**config.mk**
```make
export PLATFORM = sky130hd
export DESIGN_NAME = io_port
export DESIGN_NICKNAME = d
export VERILOG_FILES = /design/src/rtl/io_port.sv
export SDC_FILE = /design/constraint.sdc
export NUM_CORES = 1
export LEC_CHECK = 0
export ABC_AREA = 1
export ABC_CLOCK_PERIOD_IN_PS = 2170
export CORE_ASPECT_RATIO = 1.75
export CORE_MARGIN = 8
export CORE_UTILIZATION = 45
export DETAILED_ROUTE_END_ITERATION = 6
export HOLD_SLACK_MARGIN = 0.1
export PLACE_DENSITY = 0.69
export SLEW_MARGIN = 10
export SYNTH_ARGS = -nofsm -noshare
export SYNTH_HDL_FRONTEND = slang
export SYNTH_SLANG_ARGS = --single-unit
export TNS_END_PERCENT = 10
```
**constraint.sdc**
```tcl
create_clock -name clk -period 2.17 [get_ports clk]
set_input_delay 0.5425 -clock clk [delete_from_list [all_inputs] [get_ports clk]]
set_output_delay 0.5425 -clock clk [all_outputs]
set_load 0.02 [all_outputs]
```
**src/rtl/io_port.sv**
```systemverilog
// Memory-mapped I/O block for the tiny16 bus: channel outputs, synchronised inputs and edge-capture interrupt.
// Build option: define IO_BOTH_EDGES_EN to capture falling as well as rising input edges.
module io_port #(
    parameter logic [15:0] BASE_ADDR = 16'hFF00,
    parameter int          NUM_OUT   = 2,
    parameter int          OUT_WIDTH = 8,
    parameter int          IN_WIDTH  = 8
) (
    input  logic                         clk,
    input  logic                         rst,
    input  logic                         addr_en,
    input  logic [15:0]                  addr,
    input  logic                         in_en,
    input  logic [15:0]                  in,
    input  logic                         out_en,
    output logic [15:0]                  out,
    input  logic [IN_WIDTH-1:0]          pins_in,
    output logic [NUM_OUT*OUT_WIDTH-1:0] pins_out,
    output logic                         irq
);

    localparam logic [15:0] OFF_INPUT  = 16'(NUM_OUT);
    localparam logic [15:0] OFF_STATUS = 16'(NUM_OUT + 1);
    localparam logic [15:0] OFF_MASK   = 16'(NUM_OUT + 2);
    localparam logic [15:0] WIN_SIZE   = 16'(NUM_OUT + 3);

    logic [15:0]          addr_q;
    logic [15:0]          offset;
    logic                 hit;
    logic                 wr_hit;
    logic [OUT_WIDTH-1:0] chan [NUM_OUT];
    logic [IN_WIDTH-1:0]  s1, s2, prev;
    logic [IN_WIDTH-1:0]  status, mask;
    logic [IN_WIDTH-1:0]  edges;
    logic [IN_WIDTH-1:0]  w1c;
    logic                 irq_q;
    logic [15:0]          rdata;
    logic                 unused_in;

    assign offset = addr_q - BASE_ADDR;
    assign hit    = (addr_q >= BASE_ADDR) && (offset < WIN_SIZE);
    assign wr_hit = in_en && hit;

`ifdef IO_BOTH_EDGES_EN
    assign edges = s2 ^ prev;
`else
    assign edges = s2 & ~prev;
`endif

    assign w1c       = (wr_hit && offset == OFF_STATUS) ? in[IN_WIDTH-1:0] : '0;
    assign unused_in = ^in;

    always_ff @(posedge clk) begin
        if (rst) begin
            addr_q <= '0;
            for (int k = 0; k < NUM_OUT; k++) chan[k] <= '0;
            s1     <= '0;
            s2     <= '0;
            prev   <= '0;
            status <= '0;
            mask   <= '0;
            irq_q  <= 1'b0;
        end else begin
            // Writes decode against the address latched on an earlier edge.
            if (addr_en) addr_q <= addr;
            for (int k = 0; k < NUM_OUT; k++) begin
                if (wr_hit && offset == 16'(k)) chan[k] <= in[OUT_WIDTH-1:0];
            end
            if (wr_hit && offset == OFF_MASK) mask <= in[IN_WIDTH-1:0];
            s1     <= pins_in;
            s2     <= s1;
            prev   <= s2;
            // A fresh edge wins over a simultaneous clear.
            status <= edges | (status & ~w1c);
            irq_q  <= |(status & mask);
        end
    end

    always_comb begin
        rdata = '0;
        if (out_en && hit) begin
            for (int k = 0; k < NUM_OUT; k++) begin
                if (offset == 16'(k)) rdata[OUT_WIDTH-1:0] = chan[k];
            end
            if (offset == OFF_INPUT)  rdata[IN_WIDTH-1:0] = s2;
            if (offset == OFF_STATUS) rdata[IN_WIDTH-1:0] = status;
            if (offset == OFF_MASK)   rdata[IN_WIDTH-1:0] = mask;
        end
    end

    assign out = rdata;
    assign irq = irq_q;

    for (genvar g = 0; g < NUM_OUT; g++) begin : g_pins
        assign pins_out[g*OUT_WIDTH +: OUT_WIDTH] = chan[g];
    end

endmodule

```
==> results of run 1 <==
cells in the mapped netlist, types with 5 or more instances:
master    instances
edfxtp_1         16
nand3_1          41
dfxtp_1          57
buf_4            10
o21ai_0          22
clkbuf_1          9
nand4_1           7
o21ai_1           8
nor2_2           12
inv_1            56
a211oi_2          8
a21oi_1          11
nor2_4            5
nand2_1          46
nor2_1           69
timing repair:
action                                  in CTS  in global routing
gates cloned                                 0                  1
endpoints found under the setup margin       8                  8
pin swaps                                   10                 10
gates resized for setup                     63                 19
buffers inserted                             2                  1
per-stage QoR:
| step | hold WS, ns | power (mW) | cells |
|---|---|---|---|
| after detailed placement | 0.3950 | 1.806 | 563 |
| final | 0.3991 | 3.161 | 581 |
| after global routing | 0.4293 | 3.286 | 581 |
| after global placement | 0.3889 | 1.799 | 563 |
| after floorplan | 0.3883 | 1.662 | 407 |
| after CTS | 0.4027 | 3.170 | 580 |
cells by family after synthesis:
kind of cell / after synthesis / share of synthesized area (%)
buffers and inverters: 81 / 10.88
AOI/OAI and AO/OA: 53 / 10.27
DFF: 73 / 49.31
other: 1 / 0.1140
and+or+nand+nor: 192 / 29.41
power breakdown:
| part | internal, mW | leakage, nW | switching (mW) |
|---|---|---|---|
| Clock | 0.829 | 0.142 | 0.531 |
| Combinational | 0.145 | 1.17 | 0.179 |
| Sequential | 1.45 | 0.638 | 0.0316 |
sequential cells by signal (all words and copies together), names as in the netlist:
register  count
mask          8
s2            8
s1            8
status        8
chan         16
prev          8
irq           1
addr_q       16
final cells by class:
cell class | instances | area share [%]
multi-input combinational | 254 | 31.72
inverter | 59 | 4.899
tap | 86 | 2.354
sequential | 73 | 35.71
clock inverter | 4 | 0.5747
clock buffer | 11 | 5.528
timing repair buffer | 94 | 19.21
routing by layer:
layer	vias to the layer above	GRT usage, %
li1	1456	-
met1	1265	16.02
met2	84	29.03
met3	32	2.705
met4	0	13.15
met5	-	0
critical path, delay by kind of cell, from the launching register on:
family | cells | cell delay, ns
AO/OA/AOI/OAI | 2 | 0.22
buffers and inverters | 1 | 0.16
flip-flops | 1 | 0.33
AND/OR/NAND/NOR | 4 | 0.77
final timing paths:
check | cells after the start | slack [ns] | startpoint | endpoint
worst max-delay path | 7 | -0.18 | addr_q[5] | out[6]
worst min-delay path | 2 | 0.40 | s1[1] | s2[1]
worst max register to register | 10 | 0.32 | addr_q[11] | chan[0][9]
worst min register to register | 2 | 0.40 | s1[1] | s2[1]
==> results.toml, run 1 <==
[final_layout]
drive_gt1_share_pct = 25.25
fill_cells = 606
layout_commonest_cell = "nor2_1"
utilization_pct = 64.12
layout.nets = 536
diodes = 0
area_growth_pct = 39.04
multiInputGateArea_um2 = 1450
seq_area_um2 = 1633
final_area_um2 = 4572
final_cell_mix = "nor2_1 (67), inv_1 (56), clkdlybuf4s50_1 (53)"

[status]
violations = "setup timing"
outcome = "complete, but fails checks"

[global_route]
antenna_found_initial = 0
grt_usage_pct = 16.37
grt_pass1_wl_um = 13210
grt_pass1_vias = 2944
grt_max_degree = 34
grt_overflow = 0

[critical_path]
cp_slowest_cell = "dfxtp_2"
end_kind = "output pin"
path_max_fanout = 4
crit_chain = "nor2_4, nand3_4, nor3_1, o21ai_0, nand2_1, a21oi_2, buf_4"
critPathMaxStageDelay_ns = 0.33
crit_path_start_kind = "flip-flop"
cp.required_ns = 1.63
worstPathArrival_ns = 1.81
worstSetupPathType = "flip-flop to output pin"

[cts]
cts_buffers = 9
worstSkewPairLatency_ns = 0.33
cts_tree = "yes"
clk_pin_slew_ns = 0.05
postCtsHoldBufs = 0
cts_root_buf = "clkbuf_16"
h-tree-depth = 3
cts_num_sinks = 73
clockBufferDepth = 2

[synthesis]
synth_area_per_cell_um2 = 8.220
synth_cell_types = 32
synth_top_area_share_pct = 34.70
synth_edf_count = 16
ys_ff_latch = 73
syn-cell-area_um2 = 3288
synth_area_leaders = "dfxtp_1 (35%), edfxtp_1 (15%), nor2_1 (7.9%), inv_1 (6.4%), nand3_1 (6.2%)"
syn_inst = 400
async_flop_share_pct = 0
ys.flop_type = "dfxtp_1"
yosysWarningCount = 0
ys_seq_area_share_pct = 49.32
synth_top_area_cell = "dfxtp_1"

[sta]
fin_skew_ns = 0.004037
setup_viol = 8
fin_crit_sh_pct = 108.5
rsz0062_at_grt = "yes"
fin_crit_ns = 2.353
fmax_mhz = 424.9
setup_slack_ns = -0.1834
fin_tns_setup_ns = -1.270
slew_viol_final = 0
finalHoldViolations = 0

[routing]
route.met2.wl_um = 4204
drt-pass1-iter-count = 4
met3WireLength_um = 354
num_vias = 2837
drcViolationCount = 0
avgRoutedWirePerCell_um = 13.83
drt-met1-wl_um = 2999
antenna_left = 0
drtIter0Drc = 171
routed.top_layer = "met4"
vias_per_cell = 4.883
wl_um = 8037

[placement]
hpwl_um = 6126
place_area_um2 = 4154
post-place-ws_ns = -0.5068
numPortBuffers = 61
gp_congestion = 0.8974

[power_and_ir_drop]
powerDensity_nw_per_um2 = 691.5
ir_drop_mv = 0.5347
p_leak_nw = 1.948

[die]
io_pins = 78
fp-row-count = 41
start_util_pct = 46.11
fp.dieW_um = 80.62
core_area_um2 = 7131
die_y_um = 129.1
dieArea_um2 = 10410

[min_path]
worstHoldPathType = "flip-flop to flip-flop"

[run]
drv_cap = 0
No activity file was read; power rests on OpenSTA's default activity.
==> run 2, diff against run 1 <==
Settings changed: CTS_BUF_LIST from default to sky130_fd_sc_hd__clkbuf_16, PLACE_DENSITY 0.69 to 0.82.
==> run 2 against run 1 <==
Effect of this change:
- the run still ends with setup timing left
- design area down 1.4%
- utilization decreased by 0.88 points
- flip-flop and latch count stayed put
- first-iteration DRC count rose by 36%
- final cell count decreased by 0.17%
- register-to-register slack gained 0.03 ns
- worst hold slack better by 0.0012 ns
- fmax increased by 0.69%
- critical endpoint is now out[7]
- largest cell class unchanged
==> results.toml, run 2 (synthesized netlist as in run 1, its figures left out) <==
[global_route]
gr-max-usage-layer = "met2"
gr-usage-met1_pct = 15.52
grt_pass1_wl_um = 13800
grt_util_met3_pct = 4.785
grt_pass1_vias = 3076
grt_usage_pct = 17.01
use_met2_pct = 30.36
grt_max_degree = 34
grt_overflow = 0
antenna_found_initial = 0

[sta]
fin_crit_ns = 2.337
setup_slack_ns = -0.1672
finalHoldViolations = 0
setup_viol = 8
fin_crit_sh_pct = 107.7
fmax_mhz = 427.9
slew_viol_final = 0
fin_skew_ns = 0.003326
rsz0062_at_grt = "yes"

[power_and_ir_drop]
powerDensity_nw_per_um2 = 680.0
p_leak_nw = 1.929
ir_drop_mv = 0.5256

[min_path]
holdCritStartpoint = "s1[4]"
hold_end = "s2[4]"
whs_path_depth = 2
worstHoldPathType = "flip-flop to flip-flop"

[die]
start_util_pct = 46.11
fp-row-count = 41
die_y_um = 129.1
io_pins = 78
core_area_um2 = 7131
dieArea_um2 = 10410
fp.dieW_um = 80.62

[final_layout]
layout_commonest_cell = "nor2_1"
drive_gt1_share_pct = 22.27
top_regs = "addr_q x16, chan x16"
layout.nets = 535
final_cell_mix = "nor2_1 (68), inv_1 (57), dfxtp_1 (53), clkdlybuf4s50_1 (53), nand2_1 (41)"
final_area_um2 = 4509
utilization_pct = 63.24
area_growth_pct = 37.14
diodes = 0

[routing]
avgRoutedWirePerCell_um = 14.85
wl_um = 8615
antenna_left = 0
num_vias = 2922
drtIter0Drc = 232
drcViolationCount = 0
vias_per_cell = 5.038
drt-pass1-iter-count = 4

[critical_path]
crit_path_frequent_cell = "nand2_2"
worstSetupPathType = "flip-flop to output pin"
worstPathArrival_ns = 1.79
r2r_cells = 10
end_kind = "output pin"
crit_path_start_kind = "flip-flop"
crit_chain = "nand2_2, nor2_4, nand2_4, buf_12, nor2_8, nand3_4, nand3_2, nand2_2, a21oi_2, buf_6"
reg2reg_from = "addr_q[14]"
critPathMaxStageDelay_ns = 0.33
cp.required_ns = 1.63
r2r-end = "chan[0][6]"
cp_slowest_cell = "dfxtp_2"
path_max_fanout = 7
worst-r2r-setup-slack_ns = 0.35

[placement]
post-place-ws_ns = -0.5046
place_area_um2 = 4174
hpwl_um = 6406
numPortBuffers = 61
gp_congestion = 0.9092

[status]
violations = "setup timing"
outcome = "complete, but fails checks"

[cts]
cts_root_buf = "clkbuf_16"
cts_buffers = 9
cts_tree = "yes"
clockBufferDepth = 2
worstSkewPairLatency_ns = 0.33
cts_num_sinks = 73
h-tree-depth = 3
clk_pin_slew_ns = 0.05

[run]
drv_cap = 0
==> run 2: cell types whose count changed in the layout (fill, tap and decap cells not counted), moves of 3 or more <==
cell      before  now
dfxtp_2        9    4
dfxtp_1       48   53
nand3_2        9    5
a21oi_1        6   10
a21oi_2        6    2
clkinv_2       1    4
nand3_1       34   37
==> run 2: layer usage <==
metal | routed length, um | vias to the layer above
met2 | 4591 | 105
met5 | 0 | -
met3 | 633 | 34
li1 | - | 1443
met1 | 2936 | 1340
met4 | 453 | 0
==> run 2: what timing repair did <==
action                                 4_1_cts  5_1_grt
setup endpoints to repair                    8        8
hold buffers                                 0        0
gates resized for setup                     68        0
pin swaps                                    9        5
endpoints found under the hold margin        0        0
buffers inserted                             1        0
==> run 2: worst max-delay path, delay by kind of cell, from the launching register on <==
family | cells | cell delay (ns)
AOI/OAI and AO/OA | 1 | 0.16
buffers and inverters | 2 | 0.28
DFF | 1 | 0.33
and+or+nand+nor | 7 | 0.70
==> run 2: power breakdown <==
part           switching, mW  internal [mW]  leakage, nW
Clock                  0.517          0.748        0.133
Combinational          0.175          0.147         1.16
Sequential            0.0336           1.45        0.637
==> run 2: worst max path at each step <==
stage / startpoint / end / slack (ns) / cells past startpoint
floorplan: addr_q[4] / out[6] / 0.19 / 8
global placement: out_en / out[7] / -0.49 / 6
detailed placement: out_en / out[7] / -0.50 / 6
CTS: addr_q[10] / out[7] / -0.17 / 10
global route: addr_q[10] / out[2] / -0.31 / 11
finish: addr_q[14] / out[7] / -0.17 / 10
==> run 2: layout make-up <==
class | instances | area [um^2]
tap | 86 | 107.6
timing repair buffer | 94 | 883.3
sequential | 73 | 1627
clock buffer | 9 | 225.2
clock inverter | 6 | 27.53
fill | 573 | 2621
inverter | 59 | 224.0
multi-input combinational | 253 | 1415
==> run 2: per-stage QoR <==
| stage | hold WS, ns | power (mW) | instances | TNS (ns) |
|---|---|---|---|---|
| after global placement | 0.3885 | 1.802 | 564 | -3.748 |
| final | 0.4003 | 3.067 | 580 | -1.209 |
| after detailed placement | 0.3939 | 1.814 | 564 | -3.860 |
| after global routing | 0.4220 | 3.174 | 580 | -2.013 |
| after floorplan | 0.3883 | 1.662 | 407 | 0 |
| after CTS | 0.4010 | 3.064 | 580 | -1.235 |
==> run 3, diff against run 2 <==
Settings changed: SLEW_MARGIN 10 to default.
==> results of run 3 <==
The final DEF is identical to that of run 2; final timing and power are the same.
